$ cat src/rtl/tdm_demux_1_to_4_if.sv
// Bus bundle between an upstream 4:1 TDM serialiser and the 1-to-4 demultiplexer.
// The master drives the serial slot stream; the slave returns the slot select and the frame results.
interface tdm_demux_1_to_4_if;
  logic       din;
  logic       din_valid;
  logic       sync;
  logic [1:0] sel;
  logic [3:0] x;
  logic       x_valid;
  logic       frame_err;
  logic       par_slot;
  logic       parity_err;

  modport master (
    output din, din_valid, sync,
    input  sel, x, x_valid, frame_err, par_slot, parity_err
  );

  modport slave (
    input  din, din_valid, sync,
    output sel, x, x_valid, frame_err, par_slot, parity_err
  );
endinterface

$ cat src/rtl/tdm_demux_1_to_4.sv
// Serial TDM to 4-bit parallel demultiplexer, with frames delimited by sync.
// Defining TDM_DEMUX_PARITY_EN adds a fifth, even-parity slot to every frame.
module tdm_demux_1_to_4 (
  input  logic                  clk,
  input  logic                  rst,
  tdm_demux_1_to_4_if.slave     bus
);

  typedef enum logic {
    IDLE,
    RECV
  } state_t;

`ifdef TDM_DEMUX_PARITY_EN
  localparam int CNT_W = 3;
`else
  localparam int CNT_W = 2;
`endif

  state_t           state, state_nxt;
  logic [CNT_W-1:0] counter, counter_nxt;
  logic [3:0]       slot_buf, slot_buf_nxt;
  logic [3:0]       x_reg, x_nxt;
  logic             x_valid_reg, x_valid_nxt;
  logic             frame_err_reg, frame_err_nxt;
  logic             parity_err_reg, parity_err_nxt;

  always_ff @(posedge clk) begin
    if (rst) begin
      state          <= IDLE;
      counter        <= '0;
      slot_buf       <= '0;
      x_reg          <= '0;
      x_valid_reg    <= 1'b0;
      frame_err_reg  <= 1'b0;
      parity_err_reg <= 1'b0;
    end else begin
      state          <= state_nxt;
      counter        <= counter_nxt;
      slot_buf       <= slot_buf_nxt;
      x_reg          <= x_nxt;
      x_valid_reg    <= x_valid_nxt;
      frame_err_reg  <= frame_err_nxt;
      parity_err_reg <= parity_err_nxt;
    end
  end

  // A sync always restarts the frame at slot 0; it is only an error when a frame was in progress.
  always_comb begin
    state_nxt      = state;
    counter_nxt    = counter;
    slot_buf_nxt   = slot_buf;
    x_nxt          = x_reg;
    x_valid_nxt    = 1'b0;
    frame_err_nxt  = 1'b0;
    parity_err_nxt = 1'b0;

    if (bus.din_valid) begin
      if (bus.sync) begin
        frame_err_nxt = (state == RECV);
        slot_buf_nxt  = {3'b000, bus.din};
        counter_nxt   = CNT_W'(1);
        state_nxt     = RECV;
      end else if (state == RECV) begin
`ifdef TDM_DEMUX_PARITY_EN
        if (counter == 3'd4) begin
          if ((bus.din ^ (^slot_buf)) == 1'b0) begin
            x_nxt       = slot_buf;
            x_valid_nxt = 1'b1;
          end else begin
            parity_err_nxt = 1'b1;
          end
          counter_nxt = '0;
          state_nxt   = IDLE;
        end else begin
          slot_buf_nxt[counter[1:0]] = bus.din;
          counter_nxt                = counter + 3'd1;
        end
`else
        if (counter == 2'd3) begin
          x_nxt       = {bus.din, slot_buf[2:0]};
          x_valid_nxt = 1'b1;
          counter_nxt = '0;
          state_nxt   = IDLE;
        end else begin
          slot_buf_nxt[counter] = bus.din;
          counter_nxt           = counter + 2'd1;
        end
`endif
      end
    end
  end

  // In the parity slot the counter is 4, so its low bits already present sel = 00 upstream.
  assign bus.sel       = counter[1:0];
  assign bus.x         = x_reg;
  assign bus.x_valid   = x_valid_reg;
  assign bus.frame_err = frame_err_reg;
`ifdef TDM_DEMUX_PARITY_EN
  assign bus.par_slot   = (counter == 3'd4);
  assign bus.parity_err = parity_err_reg;
`else
  assign bus.par_slot   = 1'b0;
  assign bus.parity_err = 1'b0;
`endif

  logic unused_ok;
  assign unused_ok = parity_err_reg;

endmodule

$ cat src/flat_wrapper.sv
// flat-port wrapper written by rule: the top's interface ports become plain ports
module tdm_demux_1_to_4_flat 
  (clk, rst, bus_din, bus_din_valid, bus_sync, bus_sel, bus_x, bus_x_valid, bus_frame_err, bus_par_slot, bus_parity_err);
  tdm_demux_1_to_4_if bus_i ();
  input  logic clk;
  input  logic rst;
  input wire logic [$bits(bus_i.din)-1:0] bus_din;
  input wire logic [$bits(bus_i.din_valid)-1:0] bus_din_valid;
  input wire logic [$bits(bus_i.sync)-1:0] bus_sync;
  output wire logic [$bits(bus_i.sel)-1:0] bus_sel;
  output wire logic [$bits(bus_i.x)-1:0] bus_x;
  output wire logic [$bits(bus_i.x_valid)-1:0] bus_x_valid;
  output wire logic [$bits(bus_i.frame_err)-1:0] bus_frame_err;
  output wire logic [$bits(bus_i.par_slot)-1:0] bus_par_slot;
  output wire logic [$bits(bus_i.parity_err)-1:0] bus_parity_err;
  assign bus_i.din = bus_din;
  assign bus_i.din_valid = bus_din_valid;
  assign bus_i.sync = bus_sync;
  assign bus_sel = bus_i.sel;
  assign bus_x = bus_i.x;
  assign bus_x_valid = bus_i.x_valid;
  assign bus_frame_err = bus_i.frame_err;
  assign bus_par_slot = bus_i.par_slot;
  assign bus_parity_err = bus_i.parity_err;
  tdm_demux_1_to_4 u_core (.clk(clk), .rst(rst), .bus(bus_i));
endmodule
$ cat config.mk
export PLATFORM = sky130hd
export DESIGN_NAME = tdm_demux_1_to_4_flat
export DESIGN_NICKNAME = d
export VERILOG_FILES = /design/src/rtl/tdm_demux_1_to_4_if.sv /design/src/rtl/tdm_demux_1_to_4.sv /design/src/flat_wrapper.sv
export SDC_FILE = /design/constraint.sdc
export NUM_CORES = 1
export LEC_CHECK = 0
export ABC_CLOCK_PERIOD_IN_PS = 3000
export BUFFER_PORTS_ARGS = -buffer_cell sky130_fd_sc_hd__buf_2
export CAP_MARGIN = 20
export CORE_AREA = 4 4 41 43
export DETAILED_ROUTE_END_ITERATION = 10
export DIE_AREA = 0 0 45 47
export PLACE_DENSITY = 0.7
export REMOVE_ABC_BUFFERS = 1
export SLEW_MARGIN = 10
export SYNTH_ARGS = -nofsm -noshare
export SYNTH_HDL_FRONTEND = slang
export SYNTH_SLANG_ARGS = --single-unit
$ cat constraint.sdc
create_clock -name clk -period 3 [get_ports clk]
set_input_delay 0.15 -clock clk [delete_from_list [all_inputs] [get_ports clk]]
set_output_delay 0.15 -clock clk [all_outputs]
set_load 0.02 [all_outputs]
# After elaboration in Yosys (flattened, before gate mapping)
# Cells that the tools add are included.
# Widths: inputs -> output; s select.
[totals] output_inout_bits=10 elab_cells=34 ff_bits=13
[classes] n_addsub=1 n_reduce_logical=7 n_bitwise=3 eq_ne=2 n_mux=13 n_lt_le_gt_ge=2
[ops] op="$mux 4" n=3
[ops] op="$mux 2" n=3
[ops] op="$mux 1" n=5
[ops] op="$bwmux 4" n=1
[ops] op="$reduce_and 4->1" n=1
[ops] op="$reduce_or 4->1" n=1
[ops] op="$lt 2x3->1 const B" n=1
[ops] op="$not 1->1" n=3
[ops] op="$reduce_and 3->1" n=1
[ops] op="$reduce_or 3->1" n=1
[ops] op="$add 2x1->2 const B" n=1
[ops] op="$demux 1 s2" n=1
[ops] op="$eq 2x2->1 const B" n=1
[ops] op="$ge 2x1->1 const B" n=1
[ops] op="$ne 2x2->1 const B" n=1
[ops] op="$reduce_and 2->1" n=1
[ops] op="$reduce_bool 2->1" n=1
[ops] op="$logic_and 1x1->1" n=1

# Depth between registers and ports, before layout
# Gate-level depths: netlist (run 1).
[depth] ltp_word=8 mapped_depth=4 depth_no_buf=4

# Worst setup path after synthesis (run 1)
# OpenSTA, ideal clock, no wires.
[synth_timing] path_type="flip-flop to flip-flop" start="reg u_core.counter[0], in the netlist u_core.bus.sel[0]" end="reg u_core.slot_buf[0]" arrival_time_ns=1.354 synth_period_minus_slack_ns=1.426 stages_incl_launch_ff=5 setup_slack_ns=1.574 path_cell_list="dfxtp_1 > ha_1 > and3b_1 > a22oi_1 > mux2i_1"
[synth_via] elab_chain_cells=8 word_cells_on_any_way=12 classes_between="order compare: 2; eq/ne: 2; mux: 6; reduce/logical: 2"
[synth_lines] item="from (decl)" line_no="tdm_demux_1_to_4.sv:21" source="logic [CNT_W-1:0] counter, counter_nxt;"
[synth_lines] item="from (signal assigned)" line_no="tdm_demux_1_to_4.sv:39" source="counter <= counter_nxt;"
[synth_lines] item="$lt 2x3->1 (not written as such) or $ge 2x1->1 (tied branches)" line_no="tdm_demux_1_to_4.sv:86" source="slot_buf_nxt[counter] = bus.din;"
[synth_lines] item="$logic_and 1x1->1 (not written as such)" line_no="tdm_demux_1_to_4.sv:86"
[synth_lines] item="$mux 1 (not written as such)" line_no="tdm_demux_1_to_4.sv:86"
[synth_lines] item="$demux 1 s2"
[synth_lines] item="$bwmux 4" line_no="tdm_demux_1_to_4.sv:86"
[synth_lines] item="$mux 4" line_no="tdm_demux_1_to_4.sv:80" source="if (counter == 2'd3) begin"
[synth_lines] item="$mux 4" line_no="tdm_demux_1_to_4.sv:64" source="end else if (state == RECV) begin"
[synth_lines] item="$mux 4" line_no="tdm_demux_1_to_4.sv:59" source="if (bus.sync) begin"
[synth_lines] item="to (signal assigned)" line_no="tdm_demux_1_to_4.sv:40" source="slot_buf <= slot_buf_nxt;"
[synth_lines] item="to (decl)" line_no="tdm_demux_1_to_4.sv:22" source="logic [3:0] slot_buf, slot_buf_nxt;"
# Several ways; a longest one is shown, not always the timed one. The select of a mux whose other input is x is not followed.
# A chain may end at the register's enable or synchronous reset.

# Final worst setup path (run 1)
# Ends and elaborated chain as after synthesis.

==> results of run 1 <==
## routing by layer
layer	share of wire (%)	routed length [µm]
met5	0	0
met3	7.3	77
met1	47	498
met2	42	444
met4	3.3	35
## logic make-up (layout without fill, tap and decap cells)
kind of cell | Yosys count | in the layout
and+or+nand+nor | 20 | 20
AOI/OAI and AO/OA | 11 | 11
buffers and inverters | 6 | 17
DFF | 12 | 12
muxes | 3 | 3
adders and majority gates | 4 | 4
other | 1 | 2
## worst paths after layout
check                            end
hold / removal          u_core.state
setup / recovery  u_core.slot_buf[0]
hold reg to reg      u_core.bus.x[0]
setup reg to reg  u_core.slot_buf[0]
## through the flow
stage | std cells | power (mW) | area (µm²) | utilization [%]
floorplan | 54 | 0.185 | 531 | -
global placement | 81 | 0.197 | 609 | 46.8
detailed placement | 81 | 0.198 | 609 | 46.8
CTS | 84 | 0.297 | 632 | 48.6
global route | 84 | 0.307 | 632 | 48.6
finish | 84 | 0.294 | 632 | 48.6
## power by group
group          leakage (nW)  switching (mW)  total [mW]  internal, mW
registers            0.0973         0.00378       0.166         0.162
clock network        0.0138          0.0534      0.0999        0.0465
logic                 0.182          0.0175      0.0280        0.0104
## placed cells by master (no fill, tap or decap)
cell      netlist  layout
buf_2           1      12
dfxtp_1        12      12
nand2_1         6       6
o21ai_0         4       4
nor2_1          4       4
ha_1            4       4
a21oi_1         3       3
mux2i_1         3       3
clkbuf_4        0       3
inv_1           2       2
nand2b_1        2       2
a32o_1          2       2
a22oi_1         2       2
nand3b_1        2       2
nor3b_1         2       2
conb_1          1       2
and3b_1         1       1
nor4_2          1       1
nand4b_2        1       1
nand4b_1        1       1
## cell type report
cell class              instances  area (µm²)  share of cell area (%)
flip-flops and latches         12         240                    38.0
repair buffers                 12        60.1                    9.50
multi-input cells              40         283                    44.8
clock buffers                   3        22.5                    3.56
well taps                      15        18.8                    2.97
inverters                       2        7.51                    1.19
==> impl_metrics.py, run 1 <==
metrics = {
    "outcome": {
        "outcome": "finished, final reports clean",
    },
    "global_route": {
        "grt_pass1_vias": 400,
        "grt_util_met3_pct": 4.60,
        "busiest_layer": "met2",
        "grt_pass1_wl_um": 1750,
        "use_met1_pct": 13.9,
        "gr-total-overflow": 0,
        "antenna_found_initial": 0,
        "grt_util_met2_pct": 18.1,
        "grt_start_max_net_pins": 13,
        "grt_usage_pct": 12.2,
    },
    "critical_path": {
        "crit_path_end_kind": "flip-flop",
        "cp.required_ns": 3.21,
        "crit_start": "u_core.bus.sel[0]",
        "path_cells": "ha_1 -> and3b_1 -> a22oi_1 -> mux2i_1",
        "ff2ff_setup_slack_ns": 1.58,
        "startpoint_type": "flip-flop",
        "slowest_delay_ns": 0.42,
        "r2r-start": "u_core.bus.sel[0]",
        "crit_path_top_delay_cell": "dfxtp_1",
        "cp_num_buf_inv": 0,
        "path_class": "reg2reg",
        "r2r_cells": 4,
        "crit_family": "flip-flops",
        "worstPathArrival_ns": 1.63,
        "crit_fanout": 6,
        "cp.depth": 4,
    },
    "pwr": {
        "leakagePower_nw": 0.293,
        "ir_drop_mv": 0.233,
        "cellPowerDensity_nw_per_um2": 466,
    },
    "sta": {
        "rsz0062_at_grt": "no",
        "finClkSkew_ns": 0.00855,
        "fmax_mhz": 705,
        "setup_tns_ns": 0,
        "finalHoldViolations": 0,
        "period_minus_slack_ns": 1.42,
        "setup_viol": 0,
        "worst_slack_ns": 1.58,
        "report.final.slew_viol_count": 0,
        "post-route-period-util_pct": 47.3,
        "whs_ns": 0.177,
    },
    "final_layout": {
        "num-fill-cells": 131,
        "drive_gt1_share_pct": 24.6,
        "n_antenna_cell": 0,
        "largest_reg_flops": 4,
        "areaGrowthSynthToFinish_pct": 14.8,
        "nets": 80,
    },
    "routing": {
        "drt_iter0_drc": 4,
        "drtAntennaViolNets": 0,
        "viasPerCell": 5.30,
        "drcViolationCount": 0,
        "drt_pass1_iterations": 4,
        "vias": 445,
        "drt_wl_total_um": 1060,
        "wl_per_cell_um": 12.6,
    },
    "placement": {
        "port-buffer-count": 12,
        "pre_cts_slack_ns": 1.62,
        "globalplace.congestion": 0.735,
        "post-dp-hpwl_um": 734,
    },
    "clock_tree": {
        "clk_pin_slew_ns": 0.08,
        "cts_hold_buf": 0,
        "htreeDepth": 1,
        "numCtsBuffers": 3,
        "cts.sinks": 12,
        "clkLatencyLatePin_ns": 0.28,
        "clockBufferDepth": 2,
        "cts_tree": "yes",
        "cts_resized": 0,
        "root_buffer": "clkbuf_4",
        "cts_setup_buffers": 0,
    },
    "hold_path": {
        "hold_path_class": "in2reg",
        "holdCritStartpoint": "rst",
        "hold_depth": 2,
    },
    "logic_synthesis": {
        "syn_area_per_cell_um2": 9.66,
        "synth_xor_area_share_pct": 0,
        "ys.flop_type": "dfxtp_1",
        "synth_cell_types": 21,
        "synthTopCellsByArea": "dfxtp_1 (44%), ha_1 (9.1%), mux2i_1 (5.5%)",
        "synth_fa_ha_area_share_pct": 9.09,
        "synthArstFlopShare_pct": 0,
        "yosysMostFrequentCell": "dfxtp_1",
        "yosysWarningCount": 0,
        "synth-simple-area-share_pct": 22.7,
        "synth-compound-area-share_pct": 12.7,
        "synth_mux_area_share_pct": 5.45,
        "synth_seq_cells": 12,
        "yosysTopAreaCell": "dfxtp_1",
        "synth.top_cells.by_count": "dfxtp_1 (12), nand2_1 (6), ha_1 (4), nor2_1 (4), o21ai_0 (4)",
        "synth_top_family_by_area": "simple AND/OR/NAND/NOR gates",
        "synth_seq_area_share_pct": 43.6,
        "syn-cell-area_um2": 551,
        "netlist.area_leader.share_pct": 43.6,
        "netlist_instances": 57,
        "synth-edff-count": 0,
    },
    "floorplan": {
        "dieArea_um2": 2120,
        "die-height_um": 47,
        "initial_core_util_pct": 42.3,
        "io_pins": 15,
        "core_area_um2": 1300,
        "die_width_um": 45,
        "rows": 13,
    },
    "job": {
        "maxCapViolCount": 0,
    },
}
Note: power is estimated with default switching activity, not from simulation.
==> run 2, diff against run 1 <==
- ABC_CLOCK_PERIOD_IN_PS: 3000 -> 1300
- PLACE_DENSITY: 0.7 -> 0.73
- clock period: 3 -> 1.3 ns (I/O delays scaled with it)
==> run 2 against run 1 <==
Clock power increased to 2.9 times the previous value. Non-clock buffer count grew 2. Highest routed layer unchanged. First-iteration DRC count up 25%. Global-route usage decreased by 0.80 points.
==> impl_metrics.py, run 2 (synthesis results as in run 1) <==
metrics = {
    "outcome": {
        "outcome": "finished, final reports clean",
    },
    "global_route": {
        "use_met1_pct": 12.0,
        "grt_pass1_vias": 384,
        "gr-total-overflow": 0,
        "grt_start_max_net_pins": 13,
        "busiest_layer": "met2",
        "grt_util_met2_pct": 18.9,
        "grt_usage_pct": 11.4,
        "grt_util_met3_pct": 6.13,
        "grt_pass1_wl_um": 1650,
        "antenna_found_initial": 0,
    },
    "floorplan": {
        "core_area_um2": 1300,
        "io_pins": 15,
        "die_width_um": 45,
        "rows": 13,
        "die-height_um": 47,
        "initial_core_util_pct": 42.3,
        "dieArea_um2": 2120,
    },
    "sta": {
        "finalHoldViolations": 0,
        "post-route-period-util_pct": 91.2,
        "fmax_mhz": 844,
        "period_minus_slack_ns": 1.19,
        "finClkSkew_ns": 0.00187,
        "rsz0062_at_grt": "no",
        "whs_ns": 0.101,
        "report.final.slew_viol_count": 0,
        "setup_viol": 0,
    },
    "placement": {
        "place_area_um2": 624,
        "port-buffer-count": 12,
        "globalplace.congestion": 0.784,
        "post-dp-hpwl_um": 779,
    },
    "job": {
        "maxCapViolCount": 0,
    },
    "final_layout": {
        "nets": 82,
        "fin_area_um2": 681,
        "largest_reg_flops": 4,
        "layout_common_cells": "buf_2 (12), dfxtp_1 (10), nand2_1 (6), o21ai_0 (4), nor2_1 (4)",
        "num-fill-cells": 129,
        "multi_input_area_um2": 300,
        "layout_commonest_cell": "buf_2",
        "drive_gt1_share_pct": 33.3,
        "areaGrowthSynthToFinish_pct": 23.6,
        "regArea_um2": 243,
        "final_util_pct": 52.3,
        "n_antenna_cell": 0,
    },
    "routing": {
        "wl_per_cell_um": 12.1,
        "drtAntennaViolNets": 0,
        "drt_pass1_iterations": 4,
        "drt_iter0_drc": 5,
        "drcViolationCount": 0,
        "vias": 441,
        "viasPerCell": 5.07,
        "drt_wl_total_um": 1050,
    },
    "critical_path": {
        "worstPathArrival_ns": 1.35,
        "crit_path_end_kind": "flip-flop",
        "startpoint_type": "flip-flop",
        "crit_fanout": 5,
        "cp.required_ns": 1.47,
        "path_class": "reg2reg",
    },
    "pwr": {
        "power_uw": 749,
        "leakagePower_nw": 0.310,
        "cellPowerDensity_nw_per_um2": 1100,
        "ir_drop_mv": 0.634,
    },
    "clock_tree": {
        "root_buffer": "clkbuf_4",
        "htreeDepth": 1,
        "cts_tree": "yes",
        "numCtsBuffers": 3,
        "clkLatencyLatePin_ns": 0.27,
        "cts_hold_buf": 0,
        "clockBufferDepth": 2,
        "cts.sinks": 12,
        "clk_pin_slew_ns": 0.08,
        "cts_setup_buffers": 0,
    },
    "hold_path": {
        "hold_path_class": "in2reg",
    },
}
## run 2: timing repair
item,4_1_cts,5_1_grt
gates resized for setup,2,3
cloned,0,0
pin swaps,0,0
endpoints found under the setup margin,1,1
## run 2: area by class of cell
class | instances | share of cell area, %
Timing Repair Buffer | 14 | 11.0
Inverter | 2 | 1.10
Multi-Input combinational cell | 40 | 44.1
Sequential cell | 12 | 35.7
Clock buffer | 4 | 5.33
Tap cell | 15 | 2.76
## run 2: metal layers
layer  wire [µm]  vias up
met4          11        0
li1            -      224
met3          88        2
met2         482       15
met1         467      200
met5           0        -
## run 2: power breakdown
part	leakage [nW]	switching, mW	internal, mW
logic	0.191	0.0438	0.0283
clock network	0.0210	0.124	0.170
registers	0.0981	0.00749	0.375
## run 2: per-stage QoR
step,worst slack (ns),instances,TNS [ns]
finish,0.115,87,0
global route,0.0385,87,0
CTS,0.0332,87,0
detailed placement,-0.0206,83,-0.0206
global placement,0.0397,83,0
floorplan,-0.126,54,-0.230
## run 2: path summary, 6_finish.rpt
| path | from | end | slack [ns] | depth (start not counted) |
|---|---|---|---|---|
| worst min-delay path | rst | u_core.bus.sel[0] | 0.10 | 2 |
| worst max register to register | u_core.bus.sel[1] | u_core.slot_buf[2] | 0.11 | 4 |
| worst max-delay path | u_core.bus.sel[1] | u_core.slot_buf[2] | 0.11 | 4 |
| worst min register to register | u_core.bus.x[0] | u_core.bus.x[0] | 0.49 | 2 |
## run 2: worst max-delay path: stages, from the launching register on
cell and delay, ns:
dfxtp_2 0.34, ha_4 0.17, and3b_1 0.26, nand2_1 0.07, a32o_1 0.24
==> run 3, diff against run 2 <==
- RECOVER_POWER: not set -> 100
==> run 3 against run 2 <==
Worst setup slack about the same. Via count grew 0.45%. Final area decreased by 1.5%. Critical path depth stayed put. Sequential share of layout area increased by 0.53 points. Global-route usage is the same. Die area unchanged. Clock skew is essentially flat. Non-clock buffer count unchanged. Power fell by 0.11%. Routed wire length increased by 0.38%. Final cell count unchanged. Highest routed layer unchanged.
==> impl_metrics.py, run 3 (synthesis results as in run 1) <==
metrics = {
    "final_layout": {
        "n_antenna_cell": 0,
        "drive_gt1_share_pct": 22.2,
        "layout_common_cells": "dfxtp_1 (10), clkbuf_1 (8), nand2_1 (6)",
        "layout_commonest_cell": "dfxtp_1",
        "largest_reg_flops": 4,
        "num-fill-cells": 135,
        "fin_area_um2": 671,
        "areaGrowthSynthToFinish_pct": 21.8,
        "nets": 82,
    },
    "floorplan": {
        "dieArea_um2": 2120,
        "rows": 13,
        "io_pins": 15,
        "die-height_um": 47,
        "core_area_um2": 1300,
        "initial_core_util_pct": 42.3,
        "die_width_um": 45,
    },
    "routing": {
        "viasPerCell": 5.09,
        "drcViolationCount": 0,
        "drtAntennaViolNets": 0,
        "drt_pass1_iterations": 4,
        "drt_iter0_drc": 5,
        "vias": 443,
        "drt_wl_total_um": 1050,
        "wl_per_cell_um": 12.1,
    },
    "pwr": {
        "power_uw": 748,
        "p_comb_share_pct": 9.5,
        "p_switching_uw": 176,
        "cellPowerDensity_nw_per_um2": 1120,
        "clkPwrFrac_pct": 39.3,
        "seq_power_share_pct": 51.2,
        "p_int_uw": 573,
        "leakagePower_nw": 0.275,
        "swShare_pct": 23.5,
        "ir_drop_mv": 0.630,
    },
    "critical_path": {
        "crit_fanout": 5,
        "startpoint_type": "flip-flop",
        "crit_path_end_kind": "flip-flop",
        "worstPathArrival_ns": 1.35,
        "path_class": "reg2reg",
        "ff2ff_setup_slack_ns": 0.11,
        "cp.required_ns": 1.47,
    },
    "sta": {
        "period_minus_slack_ns": 1.19,
        "report.final.slew_viol_count": 0,
        "post-route-period-util_pct": 91.2,
        "finClkSkew_ns": 0.00188,
        "whs_ns": 0.102,
        "rsz0062_at_grt": "no",
        "fmax_mhz": 844,
        "worst_slack_ns": 0.115,
        "setup_tns_ns": 0,
        "finalHoldViolations": 0,
        "setup_viol": 0,
    },
    "hold_path": {
        "hold_path_class": "in2reg",
    },
    "placement": {
        "port-buffer-count": 12,
        "globalplace.congestion": 0.784,
        "place_area_um2": 624,
        "post-dp-hpwl_um": 779,
        "pre_cts_slack_ns": -0.0206,
    },
    "clock_tree": {
        "root_buffer": "clkbuf_4",
        "cts.sinks": 12,
        "clk_pin_slew_ns": 0.08,
        "cts_hold_buf": 0,
        "cts_setup_buffers": 0,
        "cts_tree": "yes",
        "cts_resized": 2,
        "clockBufferDepth": 2,
        "clkLatencyLatePin_ns": 0.27,
        "numCtsBuffers": 3,
        "htreeDepth": 1,
    },
    "global_route": {
        "grt_usage_pct": 11.4,
        "grt_pass1_vias": 384,
        "grt_start_max_net_pins": 13,
        "antenna_found_initial": 0,
        "grt_pass1_wl_um": 1650,
        "gr-total-overflow": 0,
    },
    "job": {
        "maxCapViolCount": 0,
    },
    "outcome": {
        "outcome": "finished, final reports clean",
    },
}
run 3: cell count changes in the layout (fill, tap and decap cells not counted), sizes merged:
cell	previous run	this run
buf	14	6
clkbuf	4	12
run 3: metrics by stage:
stage          utilization [%]  instances
4_1_cts                   51.7         87
3_5_place_dp              48.0         83
2_1_floorplan                -         54
6_report                  51.5         87
5_1_grt                   51.5         87
3_3_place_gp              48.0         83
run 3: final cells by class:
cell class	instances	area, µm²	area share, %
Clock buffer	4	36.3	5.41
Tap cell	15	18.8	2.80
Sequential cell	12	243	36.2
Inverter	2	7.51	1.12
Multi-Input combinational cell	40	300	44.8
Timing Repair Buffer	14	65.1	9.70
run 3: power by group through the flow:
stage	clock network, mW	registers (mW)	logic [mW]
2_1_floorplan	0	0.394	0.0336
3_3_place_gp	0	0.389	0.0678
3_5_place_dp	0	0.389	0.0701
4_1_cts	0.305	0.382	0.0702
5_1_grt	0.324	0.384	0.0794
6_report	0.294	0.383	0.0713
run 3: final timing paths:
| check | from | endpoint | cells after the start |
|---|---|---|---|
| min | rst | u_core.bus.sel[0] | 2 |
| min reg2reg | u_core.bus.x[3] | u_core.bus.x[3] | 2 |
| max reg2reg | u_core.bus.sel[1] | u_core.slot_buf[2] | 4 |
| max | u_core.bus.sel[1] | u_core.slot_buf[2] | 4 |
run 3: layer usage:
layer | up-vias | share of wire (%) | GRT usage (%)
met5 | - | 0 | 0
met4 | 0 | 1.0 | 5.26
met3 | 2 | 8.4 | 6.13
met2 | 15 | 46 | 18.9
met1 | 202 | 45 | 12.0
li1 | 224 | - | -
run 3: worst max-delay path: stages, from the launching register on:
cell and delay (ns):
dfxtp_2 0.34, ha_4 0.17, and3b_1 0.26, nand2_1 0.07, a32o_1 0.24
